[src/rtl/stream_width_downsizer_if.sv]
// Valid/ready bundle for the width downsizer: a wide word stream in,
// a narrow beat stream out, plus the sticky protocol error flag.
interface stream_width_downsizer_if #(
    parameter int IN_WIDTH  = 32,
    parameter int OUT_WIDTH = 8
);
    localparam int RATIO = IN_WIDTH / OUT_WIDTH;

    logic                 in_valid;
    logic                 in_ready;
    logic [IN_WIDTH-1:0]  in_data;
    logic [RATIO-1:0]     in_keep;
    logic                 in_last;
    logic                 out_valid;
    logic                 out_ready;
    logic [OUT_WIDTH-1:0] out_data;
    logic                 out_last;
    logic                 protocol_err;

    // Downsizer side: consumes words, produces beats.
    modport slave (
        input  in_valid, in_data, in_keep, in_last, out_ready,
        output in_ready, out_valid, out_data, out_last, protocol_err
    );

    // Environment side: produces words, consumes beats.
    modport master (
        output in_valid, in_data, in_keep, in_last, out_ready,
        input  in_ready, out_valid, out_data, out_last, protocol_err
    );
endinterface

[src/rtl/stream_width_downsizer.sv]
// Splits each IN_WIDTH word into up to RATIO OUT_WIDTH beats, LS slice
// first. Beat count comes from the highest set keep bit; the word's last
// flag lands on its final beat. A new word loads in the same cycle the
// final beat of the current word is consumed, so full words stream with
// no bubbles. IN_WIDTH must be an integer multiple of OUT_WIDTH.
module stream_width_downsizer #(
    parameter int IN_WIDTH  = 32,
    parameter int OUT_WIDTH = 8
) (
    input  logic                    clk,
    input  logic                    rst,
    stream_width_downsizer_if.slave bus
);
    localparam int RATIO = IN_WIDTH / OUT_WIDTH;
    localparam int IDX_W = (RATIO > 1) ? $clog2(RATIO) : 1;

    typedef enum logic {IDLE, SEND} state_t;

    state_t                          r_state;
    logic [RATIO-1:0][OUT_WIDTH-1:0] r_word;
    logic                            r_last;
    logic [IDX_W-1:0]                r_idx;
    logic [IDX_W-1:0]                r_lidx;     // index of final beat (n-1)
    logic                            r_out_valid;
    logic [OUT_WIDTH-1:0]            r_out_data;
    logic                            r_out_last;
    logic                            r_err;

    logic [RATIO-1:0][OUT_WIDTH-1:0] w_in_slices;
    logic [IDX_W-1:0]                w_lidx;
    logic [IDX_W-1:0]                w_nidx;
    logic                            w_keep_zero;
    logic                            w_beat;
    logic                            w_final;
    logic                            w_in_ready;
    logic                            w_accept;

    assign w_in_slices = bus.in_data;
    assign w_keep_zero = (bus.in_keep == '0);
    assign w_beat      = r_out_valid && bus.out_ready;
    assign w_final     = (r_idx == r_lidx);
    assign w_nidx      = r_idx + 1'b1;

    // Ready when idle or when the final beat leaves this cycle; held low in reset.
    assign w_in_ready  = !rst && (r_state == IDLE || (w_beat && w_final));
    assign w_accept    = bus.in_valid && w_in_ready;

    // Final beat index = position of the highest set keep bit (holes below still sent).
    always_comb begin
        w_lidx = '0;
        for (int k = 0; k < RATIO; k++) begin
            if (bus.in_keep[k]) w_lidx = IDX_W'(k);
        end
    end

    // Word/beat FSM with registered beat outputs.
    always_ff @(posedge clk) begin
        if (rst) begin
            r_state     <= IDLE;
            r_word      <= '0;
            r_last      <= 1'b0;
            r_idx       <= '0;
            r_lidx      <= '0;
            r_out_valid <= 1'b0;
            r_out_data  <= '0;
            r_out_last  <= 1'b0;
            r_err       <= 1'b0;
        end else if (w_accept) begin
            if (w_keep_zero) begin
                // Empty word: swallowed, flagged, nothing emitted.
                r_state     <= IDLE;
                r_out_valid <= 1'b0;
                r_out_last  <= 1'b0;
                r_err       <= 1'b1;
            end else begin
                r_state     <= SEND;
                r_word      <= w_in_slices;
                r_last      <= bus.in_last;
                r_lidx      <= w_lidx;
                r_idx       <= '0;
                r_out_valid <= 1'b1;
                r_out_data  <= w_in_slices[0];
                r_out_last  <= bus.in_last && (w_lidx == '0);
            end
        end else if (w_beat) begin
            if (w_final) begin
                r_state     <= IDLE;
                r_out_valid <= 1'b0;
                r_out_last  <= 1'b0;
            end else begin
                r_idx       <= w_nidx;
                r_out_data  <= r_word[w_nidx];
                r_out_last  <= r_last && (w_nidx == r_lidx);
            end
        end
    end

    assign bus.in_ready     = w_in_ready;
    assign bus.out_valid    = r_out_valid;
    assign bus.out_data     = r_out_data;
    assign bus.out_last     = r_out_last;
    assign bus.protocol_err = r_err;
endmodule

[src/flat_wrapper.sv]
// flat-port wrapper written by rule: the top's interface ports become plain ports
module stream_width_downsizer_flat 
#(
    parameter int IN_WIDTH  = 32,
    parameter int OUT_WIDTH = 8
)
  (clk, rst, bus_in_valid, bus_in_data, bus_in_keep, bus_in_last, bus_out_ready, bus_in_ready, bus_out_valid, bus_out_data, bus_out_last, bus_protocol_err);
  stream_width_downsizer_if #(.IN_WIDTH(IN_WIDTH), .OUT_WIDTH(OUT_WIDTH)) bus_i ();
  input  logic clk;
  input  logic rst;
  input wire logic [$bits(bus_i.in_valid)-1:0] bus_in_valid;
  input wire logic [$bits(bus_i.in_data)-1:0] bus_in_data;
  input wire logic [$bits(bus_i.in_keep)-1:0] bus_in_keep;
  input wire logic [$bits(bus_i.in_last)-1:0] bus_in_last;
  input wire logic [$bits(bus_i.out_ready)-1:0] bus_out_ready;
  output wire logic [$bits(bus_i.in_ready)-1:0] bus_in_ready;
  output wire logic [$bits(bus_i.out_valid)-1:0] bus_out_valid;
  output wire logic [$bits(bus_i.out_data)-1:0] bus_out_data;
  output wire logic [$bits(bus_i.out_last)-1:0] bus_out_last;
  output wire logic [$bits(bus_i.protocol_err)-1:0] bus_protocol_err;
  assign bus_i.in_valid = bus_in_valid;
  assign bus_i.in_data = bus_in_data;
  assign bus_i.in_keep = bus_in_keep;
  assign bus_i.in_last = bus_in_last;
  assign bus_i.out_ready = bus_out_ready;
  assign bus_in_ready = bus_i.in_ready;
  assign bus_out_valid = bus_i.out_valid;
  assign bus_out_data = bus_i.out_data;
  assign bus_out_last = bus_i.out_last;
  assign bus_protocol_err = bus_i.protocol_err;
  stream_width_downsizer #(.IN_WIDTH(IN_WIDTH), .OUT_WIDTH(OUT_WIDTH)) u_core (.clk(clk), .rst(rst), .bus(bus_i));
endmodule
[config.mk]
export PLATFORM = sky130hd
export DESIGN_NAME = stream_width_downsizer_flat
export DESIGN_NICKNAME = d
export VERILOG_FILES = /design/src/rtl/stream_width_downsizer_if.sv /design/src/rtl/stream_width_downsizer.sv /design/src/flat_wrapper.sv
export SDC_FILE = /design/constraint.sdc
export NUM_CORES = 1
export LEC_CHECK = 0
export BUFFER_PORTS_ARGS = -buffer_cell sky130_fd_sc_hd__buf_2
export CORE_UTILIZATION = 40
export DETAILED_ROUTE_END_ITERATION = 10
export PLACE_DENSITY_LB_ADDON = 0.15
export SETUP_SLACK_MARGIN = 0.2
export SYNTH_ARGS = -nofsm -noshare
export SYNTH_HDL_FRONTEND = slang
export SYNTH_SLANG_ARGS = --single-unit
[constraint.sdc]
create_clock -name clk -period 2.9 [get_ports clk]
set_clock_uncertainty 0.1 [all_clocks]
set_input_delay 0.725 -clock clk [delete_from_list [all_inputs] [get_ports clk]]
set_output_delay 0.725 -clock clk [all_outputs]
set_load 0.01 [all_outputs]
==> flow_metrics.tcl, run 1 <==
set metrics [dict create \
    whs_ns 0.381 \
    synth.distinct_cells 41 \
    antenna_found_initial 0 \
    overflow 0 \
    drv_cap 0 \
    io_buffers 52 \
    pre_cts_ws_ns 0.507 \
    grt_pass1_wl_um 10200 \
    p_comb_frac 0.153 \
    clockPowerShare 0.343 \
    drive_above_1_share 0.281 \
    finalHoldViolations 0 \
    r2r_cells 5 \
    clockBufferDepth 2 \
    synth_cells 258 \
    ir_drop_mv 0.404 \
    dpl_cell_area_um2 2670 \
    dr.pass1.iters 4 \
    regToRegStartpoint "u_core.r_idx[1]$_SDFFE_PP0P_" \
    gp_congestion 0.822 \
    fin_crit_sh 0.815 \
    relSlewSlack 0.687 \
    required_ns 2.08 \
    routedWlPerCell_um 16.5 \
    cts-root-buf "clkbuf_8" \
    status "finished, final reports clean" \
    ant_nets 0 \
    via_per_inst 5.56 \
    syn_nets 299 \
    die_x_um 79.1 \
    die_h_um 79.1 \
    p_per_area_nw_per_um2 514 \
    synth_edf_count 0 \
    core_area_um2 5610 \
    grt_pass1_vias 1969 \
    clk_latency_ns 0.30 \
    yosysSeqAreaShare 0.404 \
    ys_warn_count 0 \
    vias 2084 \
    postLayoutCellArea_um2 2780 \
    arrival_ns 1.54 \
    nets 343 \
    routed_wl_um 6210 \
    synth_top_flop_cell "dfxtp_1" \
    diodes 0 \
    setup_violations 0 \
    area.growth.synth_to_final_pct 17.0 \
    io-pin-count 53 \
    grt.total_usage 0.212 \
    synth_area_um2 2380 \
    p_leak_uw 0.00104 \
    rsz0062_at_grt "false" \
    clkTransAtPathRegs_ns 0.09 \
    worst_slack_ns 0.535 \
    p_switching_uw 385 \
    crit_fanout 5 \
    power.total_uw 1430 \
    cp-end-kind "output port" \
    min_path_type "flop to flop" \
    tritoncts "done" \
    seq_power_share 0.503 \
    switching_share 0.269 \
    max_freq_mhz 423 \
    first_iter_violations 146 \
    path_class "input port to output port" \
    fillers 612 \
    rows 27 \
    setup_tns_ns 0 \
    critPathLaunch "bus_out_ready" \
    finalCriticalPeriod_ns 2.36 \
    post_cts_buffers 0 \
    seq_area_um2 961 \
    tightest_slew_ns 0.469 \
    cts_buffers 5 \
    syn_area_per_cell_um2 9.22 \
    maxSlewViolCount 0 \
    initial_core_util 0.424 \
    dieArea_um2 6260 \
    whs_path_depth 2 \
    cts_resized 0 \
    cts_hold_buf 0 \
    async_flop_share 0 \
    multi_input_area_um2 1250 \
    grt_max_degree 36 \
    dpl.hpwl_um 4260 \
    hp-start "u_core.r_word[9]$_SDFFE_PP0P_" \
    start_kind "input port" \
    clock_sinks 48 \
    internal_power_uw 1050 \
    ys_seq_elements 48 \
    h-tree-depth 2 \
    drcViolationCount 0 \
]
Yosys cell counts, drive strengths merged (2+ instances only):
library cell  instances  area, um^2
a21oi                38         190
buf                  20         126
clkbuf                5        18.8
dfxtp                48         961
inv                   5        18.8
mux4                  8         195
nand3                33         165
nand4                 2        12.5
nor2                  3        13.8
nor2b                10        62.6
nor3                 11        55.1
o211ai                2        15.0
o21ai                46         241
o221a                 8        90.1
xor2                  2        43.8
final timing paths:
path	to	slack [ns]
min reg2reg	u_core.r_word[9]$_SDFFE_PP0P_	0.38
min	u_core.r_word[9]$_SDFFE_PP0P_	0.38
max reg2reg	u_core.r_lidx[0]$_SDFFE_PP0P_	0.91
max	bus_in_ready	0.54
logic make-up (layout without fill, tap and decap cells):
family / count (synthesis) / in the layout / share of synthesized area
multiplexers: 8 / 8 / 0.0820
AND/OR/NAND/NOR: 66 / 66 / 0.152
AO/OA/AOI/OAI: 104 / 104 / 0.275
flip-flops: 48 / 48 / 0.404
XOR/XNOR: 2 / 2 / 0.0184
buffers and inverters: 30 / 75 / 0.0689
placed cells by master (no fill, tap or decap), drive strengths merged, types with 2 or more instances in the layout:
cell type	instances
a21oi	38
buf	62
clkbuf	5
dfxtp	48
inv	5
mux4	8
nand3	33
nand4	2
nor2	3
nor2b	10
nor3	11
o211ai	2
o21ai	46
o221a	8
xor2	2
worst max-delay path, stage by stage:
cell,delay (ns)
buf_2,0.13
inv_1,0.10
o31a_4,0.37
nor2_1,0.08
buf_2,0.13
routing by layer:
layer / track usage / routed length, um
met5: 0 / 0
met1: 0.320 / 3170
met2: 0.307 / 2660
met4: 0.0673 / 80
met3: 0.0322 / 300
layout make-up:
type	instances	area share
Clock buffer	5	0.0247
Clock inverter	3	0.0153
Inverter	5	0.00674
Multi-Input combinational cell	180	0.451
Sequential cell	48	0.345
Tap cell	72	0.0324
Timing Repair Buffer	62	0.125
per-stage QoR:
step                instances  utilization
floorplan                 258            -
global placement          367        0.477
detailed placement        367        0.477
CTS                       375        0.496
global route              375        0.496
finish                    375        0.496
power by group through the flow:
stage	Sequential, uW	Combinational, uW	Clock [uW]
5_1_grt	725	242	529
4_1_cts	720	220	504
2_1_floorplan	732	142	0
6_report	720	219	491
3_3_place_gp	734	217	0
3_5_place_dp	735	219	0
registers in the layout, summed over array words and instances, names as in the netlist:
| name | flops |
|---|---|
| u_core.r_idx | 2 |
| u_core.bus.out_data | 8 |
| u_core.bus.out_last | 1 |
| u_core.bus.protocol_err | 1 |
| u_core.bus.out_valid | 1 |
| u_core.r_last | 1 |
| u_core.r_lidx | 2 |
| u_core.r_word | 32 |
Note: power is estimated with default switching activity, not from simulation.
==> inputs of run 2 (changes only) <==
--- a/config.mk
+++ b/config.mk
@@ -5,6 +5,7 @@
 export SDC_FILE = /design/constraint.sdc
 export NUM_CORES = 1
 export LEC_CHECK = 0
+export ABC_AREA = 1
 export BUFFER_PORTS_ARGS = -buffer_cell sky130_fd_sc_hd__buf_2
 export CORE_UTILIZATION = 40
 export DETAILED_ROUTE_END_ITERATION = 10
==> constraint.sdc (replaced) <==
create_clock -name clk -period 2.3 [get_ports clk]
set_clock_uncertainty 0.1 [all_clocks]
set_input_delay 0.575 -clock clk [delete_from_list [all_inputs] [get_ports clk]]
set_output_delay 0.575 -clock clk [all_outputs]
set_load 0.01 [all_outputs]
==> flow_metrics.tcl, run 2 <==
set metrics [dict create \
    synth_top_flop_cell "dfxtp_1" \
    io-pin-count 53 \
    dpl.hpwl_um 3930 \
    ys_top_cells_by_area "dfxtp_1 41%, nand2_1 11%, o21ai_0 7.9%, a21oi_1 6.0%, inv_1 5.3%" \
    whs_path_depth 2 \
    syn_nets 357 \
    routed_wl_um 5630 \
    crit_chain "nand2_1 -> nand2_2 -> nand3_2 -> nand2_4 -> inv_1 -> nor2_1 -> buf_2" \
    routedWlPerCell_um 12.8 \
    dr.pass1.iters 6 \
    regToRegEndpoint "u_core.r_word[22]$_SDFFE_PP0P_" \
    drcViolationCount 0 \
    top_register "u_core.r_word" \
    drv_cap 0 \
    ant_nets 0 \
    cts-root-buf "clkbuf_8" \
    yosysSeqAreaShare 0.409 \
    cts_hold_buf 0 \
    clock_sinks 48 \
    h-tree-depth 2 \
    synth_edf_count 0 \
    dieArea_um2 6180 \
    first_iter_violations 103 \
    slowest_stage "dfxtp_1" \
    internal_power_uw 1470 \
    min_path_type "flop to flop" \
    clockPowerShare 0.352 \
    worst_slack_ns 0.242 \
    diodes 0 \
    finalCriticalPeriod_ns 2.06 \
    tritoncts "done" \
    gp_congestion 0.776 \
    fin_cells 438 \
    synth.most_common_cell "nand2_1" \
    switching_share 0.264 \
    p_switching_uw 528 \
    tightest_slew_ns 0.297 \
    rows 27 \
    crit_fanout 4 \
    p_leak_uw 0.00125 \
    ys_warn_count 0 \
    antenna_found_initial 0 \
    path_class "flop to output port" \
    cp-end-kind "output port" \
    synth.distinct_cells 27 \
    max_freq_mhz 486 \
    power.total_uw 2000 \
    maxSlewViolCount 0 \
    area.growth.synth_to_final_pct 19.8 \
    fillers 604 \
    synthTopCellsByCount "67 x nand2_1, 48 x dfxtp_1, 37 x o21ai_0" \
    io_buffers 52 \
    setup_tns_ns 0 \
    grt_pass1_vias 2016 \
    async_flop_share 0 \
    status "finished, final reports clean" \
    layout_common_cells "66 x nand2_1, 52 x buf_2, 45 x dfxtp_1" \
    r2r_setup_slack_ns 0.44 \
    finalHoldViolations 0 \
    overflow 0 \
    fin_crit_sh 0.895 \
    p_comb_frac 0.187 \
    rsz0062_at_grt "false" \
    seq_power_share 0.461 \
    relSlewSlack 0.802 \
    synth_cells 316 \
    arrival_ns 1.38 \
    required_ns 1.62 \
    drive_above_1_share 0.281 \
    syn_area_per_cell_um2 7.43 \
    die_h_um 78.6 \
    yosysTopAreaCell "dfxtp_1" \
    initial_core_util 0.421 \
    dp_cells 427 \
    min_to "u_core.r_word[28]$_SDFFE_PP0P_" \
    largest_reg_flops 32 \
    grt_max_degree 54 \
    die_x_um 78.6 \
    regToRegStartpoint "u_core.r_lidx[1]$_SDFFE_PP0P_" \
    pre_cts_ws_ns 0.315 \
    core_area_um2 5570 \
    clkTransAtPathRegs_ns 0.08 \
    via_per_inst 4.90 \
    r2r_cells 11 \
    vias 2146 \
    yosysTopAreaCellShare 0.409 \
    slowest_delay_ns 0.39 \
    synth_area_um2 2350 \
    start_kind "flop" \
    grt.total_usage 0.191 \
    clk_latency_ns 0.30 \
    setup_violations 0 \
    grt_pass1_wl_um 9150 \
    layout_commonest_cell "nand2_1" \
    hp-start "u_core.r_word[28]$_SDFFE_PP0P_" \
    clockBufferDepth 2 \
    p_per_area_nw_per_um2 711 \
    ys_seq_elements 48 \
    ir_drop_mv 0.323 \
    nets 407 \
    cts_buffers 5 \
]
## run 2: cell types whose count changed after synthesis, sizes merged, moves of 7 or more
cell | previous run | this run
nand3 | 33 | 4
nand4 | 2 | 9
nor2 | 3 | 27
buf | 20 | 11
inv | 5 | 34
nand3b | 1 | 9
o221ai | 0 | 8
o21ai | 46 | 37
nor2b | 10 | 0
o221a | 8 | 0
mux4 | 8 | 0
nand2 | 1 | 80
nor3 | 11 | 0
## run 2: critical path, delay by kind of cell (launching register included)
| family | cells | cell delay, ns |
|---|---|---|
| buffers and inverters | 2 | 0.20 |
| and+or+nand+nor | 5 | 0.49 |
| DFF | 1 | 0.39 |
## run 2: repair_timing
item,in CTS,in global routing
pin swaps,1,1
setup endpoints to repair,1,3
buffers inserted,1,3
gates resized for setup,2,4
gates cloned,0,0
## run 2: through the flow
stage / hold WS (ns) / util / cell area, um^2
after global placement: 0.333 / 0.472 / 2630
after CTS: 0.357 / 0.497 / 2770
after global routing: 0.382 / 0.505 / 2810
final: 0.353 / 0.505 / 2810
after detailed placement: 0.345 / 0.472 / 2630
after floorplan: 0.324 / - / 2350
## run 2: kinds of logic after synthesis
family | after synthesis | synth area share
buffers and inverters | 54 | 0.110
DFF | 48 | 0.409
and+or+nand+nor | 130 | 0.272
AOI/OAI and AO/OA | 84 | 0.208
## run 2: worst max-delay path by stage
| stage | start | to | slack [ns] |
|---|---|---|---|
| after global routing | u_core.r_lidx[1]$_SDFFE_PP0P_ | bus_in_ready | 0.17 |
| after CTS | u_core.r_idx[0]$_SDFFE_PP0P_ | bus_in_ready | 0.22 |
| after detailed placement | bus_out_ready | u_core.r_lidx[1]$_SDFFE_PP0P_ | 0.32 |
| after floorplan | rst | bus_in_ready | 0.51 |
| after global placement | bus_out_ready | bus_in_ready | 0.35 |
| final | u_core.r_lidx[1]$_SDFFE_PP0P_ | bus_in_ready | 0.24 |
## run 2: cell type report
cell class                      count  area (um^2)  area share
Clock buffer                        5         68.8      0.0245
Clock inverter                      2         60.1      0.0214
Inverter                           34          130      0.0463
Multi-Input combinational cell    214         1130       0.402
Sequential cell                    48          965       0.343
Tap cell                           72         90.1      0.0320
Timing Repair Buffer               63          368       0.131
## run 2: power by group through the flow
stage                     Combinational (uW)  Clock (uW)  Sequential (uW)
after floorplan                          252           0              941
after global placement                   357           0              937
after detailed placement                 361           0              938
after CTS                                366         728              919
after global routing                     422         758              929
final                                    374         704              921
## run 2: routing by layer
layer | global-route usage | up-vias | wire (um)
met1 | 0.240 | 966 | 2720
li1 | - | 1128 | -
met4 | 0.0685 | 0 | 54
met2 | 0.319 | 48 | 2640
met5 | 0 | - | 0
met3 | 0.0395 | 4 | 215
==> inputs of run 3 (changes only) <==
--- a/config.mk
+++ b/config.mk
@@ -5,7 +5,6 @@
 export SDC_FILE = /design/constraint.sdc
 export NUM_CORES = 1
 export LEC_CHECK = 0
-export ABC_AREA = 1
 export BUFFER_PORTS_ARGS = -buffer_cell sky130_fd_sc_hd__buf_2
 export CORE_UTILIZATION = 40
 export DETAILED_ROUTE_END_ITERATION = 10
==> constraint.sdc (replaced) <==
create_clock -name clk -period 1.9 [get_ports clk]
set_clock_uncertainty 0.1 [all_clocks]
set_input_delay 0.475 -clock clk [delete_from_list [all_inputs] [get_ports clk]]
set_output_delay 0.475 -clock clk [all_outputs]
set_load 0.01 [all_outputs]
==> flow_metrics.tcl, run 3 (synthesis gave the netlist of run 1 again) <==
set metrics [dict create \
    critPathTopFamily "buffers and inverters" \
    crit_fanout 9 \
    routed_wl_um 6950 \
    grt_max_degree 43 \
    dr.pass1.iters 4 \
    cts_hold_buf 0 \
    worst_slack_ns -0.0995 \
    min_to "u_core.r_word[11]$_SDFFE_PP0P_" \
    drive_above_1_share 0.417 \
    clkTransAtPathRegs_ns 0.10 \
    crit_top_cell "buf_6" \
    vias 2256 \
    cp-end-kind "flop" \
    fin_crit_sh 1.05 \
    finalHoldViolations 0 \
    violations "setup timing" \
    dieArea_um2 6260 \
    layout_common_cells "51 x buf_2, 43 x dfxtp_1, 36 x a21oi_1" \
    r2r_cells 10 \
    die_x_um 79.1 \
    gp_congestion 0.830 \
    overflow 0 \
    drcViolationCount 0 \
    routed-wl-met2_um 3050 \
    min_path_type "input port to flop" \
    dr_wl_met3_um 365 \
    first_iter_violations 217 \
    regToRegStartpoint "u_core.r_lidx[1]$_SDFFE_PP0P_" \
    power.total_uw 2480 \
    required_ns 2.04 \
    cts-root-buf "clkbuf_8" \
    start_kind "flop" \
    r2r_setup_slack_ns -0.1 \
    area.growth.synth_to_final_pct 39.7 \
    cts_buffers 5 \
    p_leak_uw 0.00129 \
    ir_drop_mv 0.393 \
    regToRegEndpoint "u_core.r_word[6]$_SDFFE_PP0P_" \
    clockBufferDepth 2 \
    wl_met1_um 3480 \
    top_layer "met4" \
    io_buffers 52 \
    clock_sinks 48 \
    finalCriticalPeriod_ns 2.00 \
    maxSlewViolCount 0 \
    setup_violations 10 \
    core_area_um2 5610 \
    via_per_inst 5.57 \
    whs_ns 0.303 \
    h-tree-depth 2 \
    layout_commonest_cell "buf_2" \
    io-pin-count 53 \
    slowest_stage "dfxtp_4" \
    routedWlPerCell_um 17.2 \
    rows 27 \
    pre_cts_ws_ns 0.0386 \
    initial_core_util 0.424 \
    top_register "u_core.r_word" \
    ant_nets 0 \
    p_per_area_nw_per_um2 747 \
    path_class "flop to flop" \
    largest_reg_flops 32 \
    whs_path_depth 3 \
    max_freq_mhz 500 \
    diodes 0 \
    setup_tns_ns -0.313 \
    status "finished with violations" \
    crit_cells 10 \
    drv_cap 0 \
    hp-start "bus_in_data[11]" \
    clk_latency_ns 0.30 \
    critPathBufInv 6 \
    die_h_um 79.1 \
    tritoncts "done" \
    grt.total_usage 0.225 \
    rsz0062_at_grt "true" \
    tightest_slew_ns 0.503 \
    arrival_ns 2.14 \
    crit_chain "xor2_4 -> buf_6 -> buf_6 -> buf_6 -> o31ai_4 -> buf_6 -> buf_12 -> buf_16 -> nand3_1 -> a21oi_1" \
    antenna_found_initial 0 \
    grt_pass1_vias 2107 \
    nets 373 \
    relSlewSlack 0.665 \
    slowest_delay_ns 0.37 \
    grt_pass1_wl_um 10800 \
    dpl.hpwl_um 4280 \
]
run 3: routing by layer:
| metal | global-route usage | vias up |
|---|---|---|
| li1 | - | 1119 |
| met1 | 0.325 | 1063 |
| met2 | 0.330 | 68 |
| met3 | 0.0598 | 6 |
| met4 | 0.0582 | 0 |
| met5 | 0 | - |
run 3: repair_timing:
action	CTS	global route
pin swaps	8	19
resized for setup	17	29
setup endpoints to repair	22	48
setup buffers	10	3
gates cloned	4	1
run 3: worst reg2reg max path: stages (launching register included):
cell and delay [ns]:
dfxtp_4 0.37, xor2_4 0.19, buf_6 0.12, buf_6 0.11, buf_6 0.12, o31ai_4 0.23, buf_6 0.18, buf_12 0.11
buf_16 0.12, nand3_1 0.12, a21oi_1 0.16
run 3: worst max path at each step:
stage	start	endpoint
2_1_floorplan	u_core.r_idx[0]$_SDFFE_PP0P_	bus_in_ready
3_3_place_gp	rst	u_core.r_lidx[0]$_SDFFE_PP0P_
3_5_place_dp	rst	u_core.r_lidx[0]$_SDFFE_PP0P_
4_1_cts	u_core.r_idx[1]$_SDFFE_PP0P_	bus_in_ready
5_1_grt	u_core.r_idx[0]$_SDFFE_PP0P_	bus_in_ready
6_report	u_core.r_lidx[1]$_SDFFE_PP0P_	u_core.r_word[6]$_SDFFE_PP0P_
run 3: final cells by class:
type / count / area, um^2
clock inverters: 3 / 68.8
repair buffers: 91 / 727
clock buffers: 5 / 68.8
multi-input cells: 181 / 1380
flip-flops and latches: 48 / 972
well taps: 72 / 90.1
inverters: 5 / 18.8
fillers: 508 / 2280
run 3: metrics by stage:
stage	utilization	cells	area, um^2
2_1_floorplan	-	258	2410
3_5_place_dp	0.499	379	2800
3_3_place_gp	0.499	379	2800
6_report	0.593	405	3330
5_1_grt	0.593	405	3330
4_1_cts	0.566	401	3180
run 3: power by group:
group          internal (uW)  switching, uW  leakage [uW]
registers               1060           37.8      0.000395
logic                    238            239      0.000824
clock network            530            377     0.0000687
total                   1830            654       0.00129
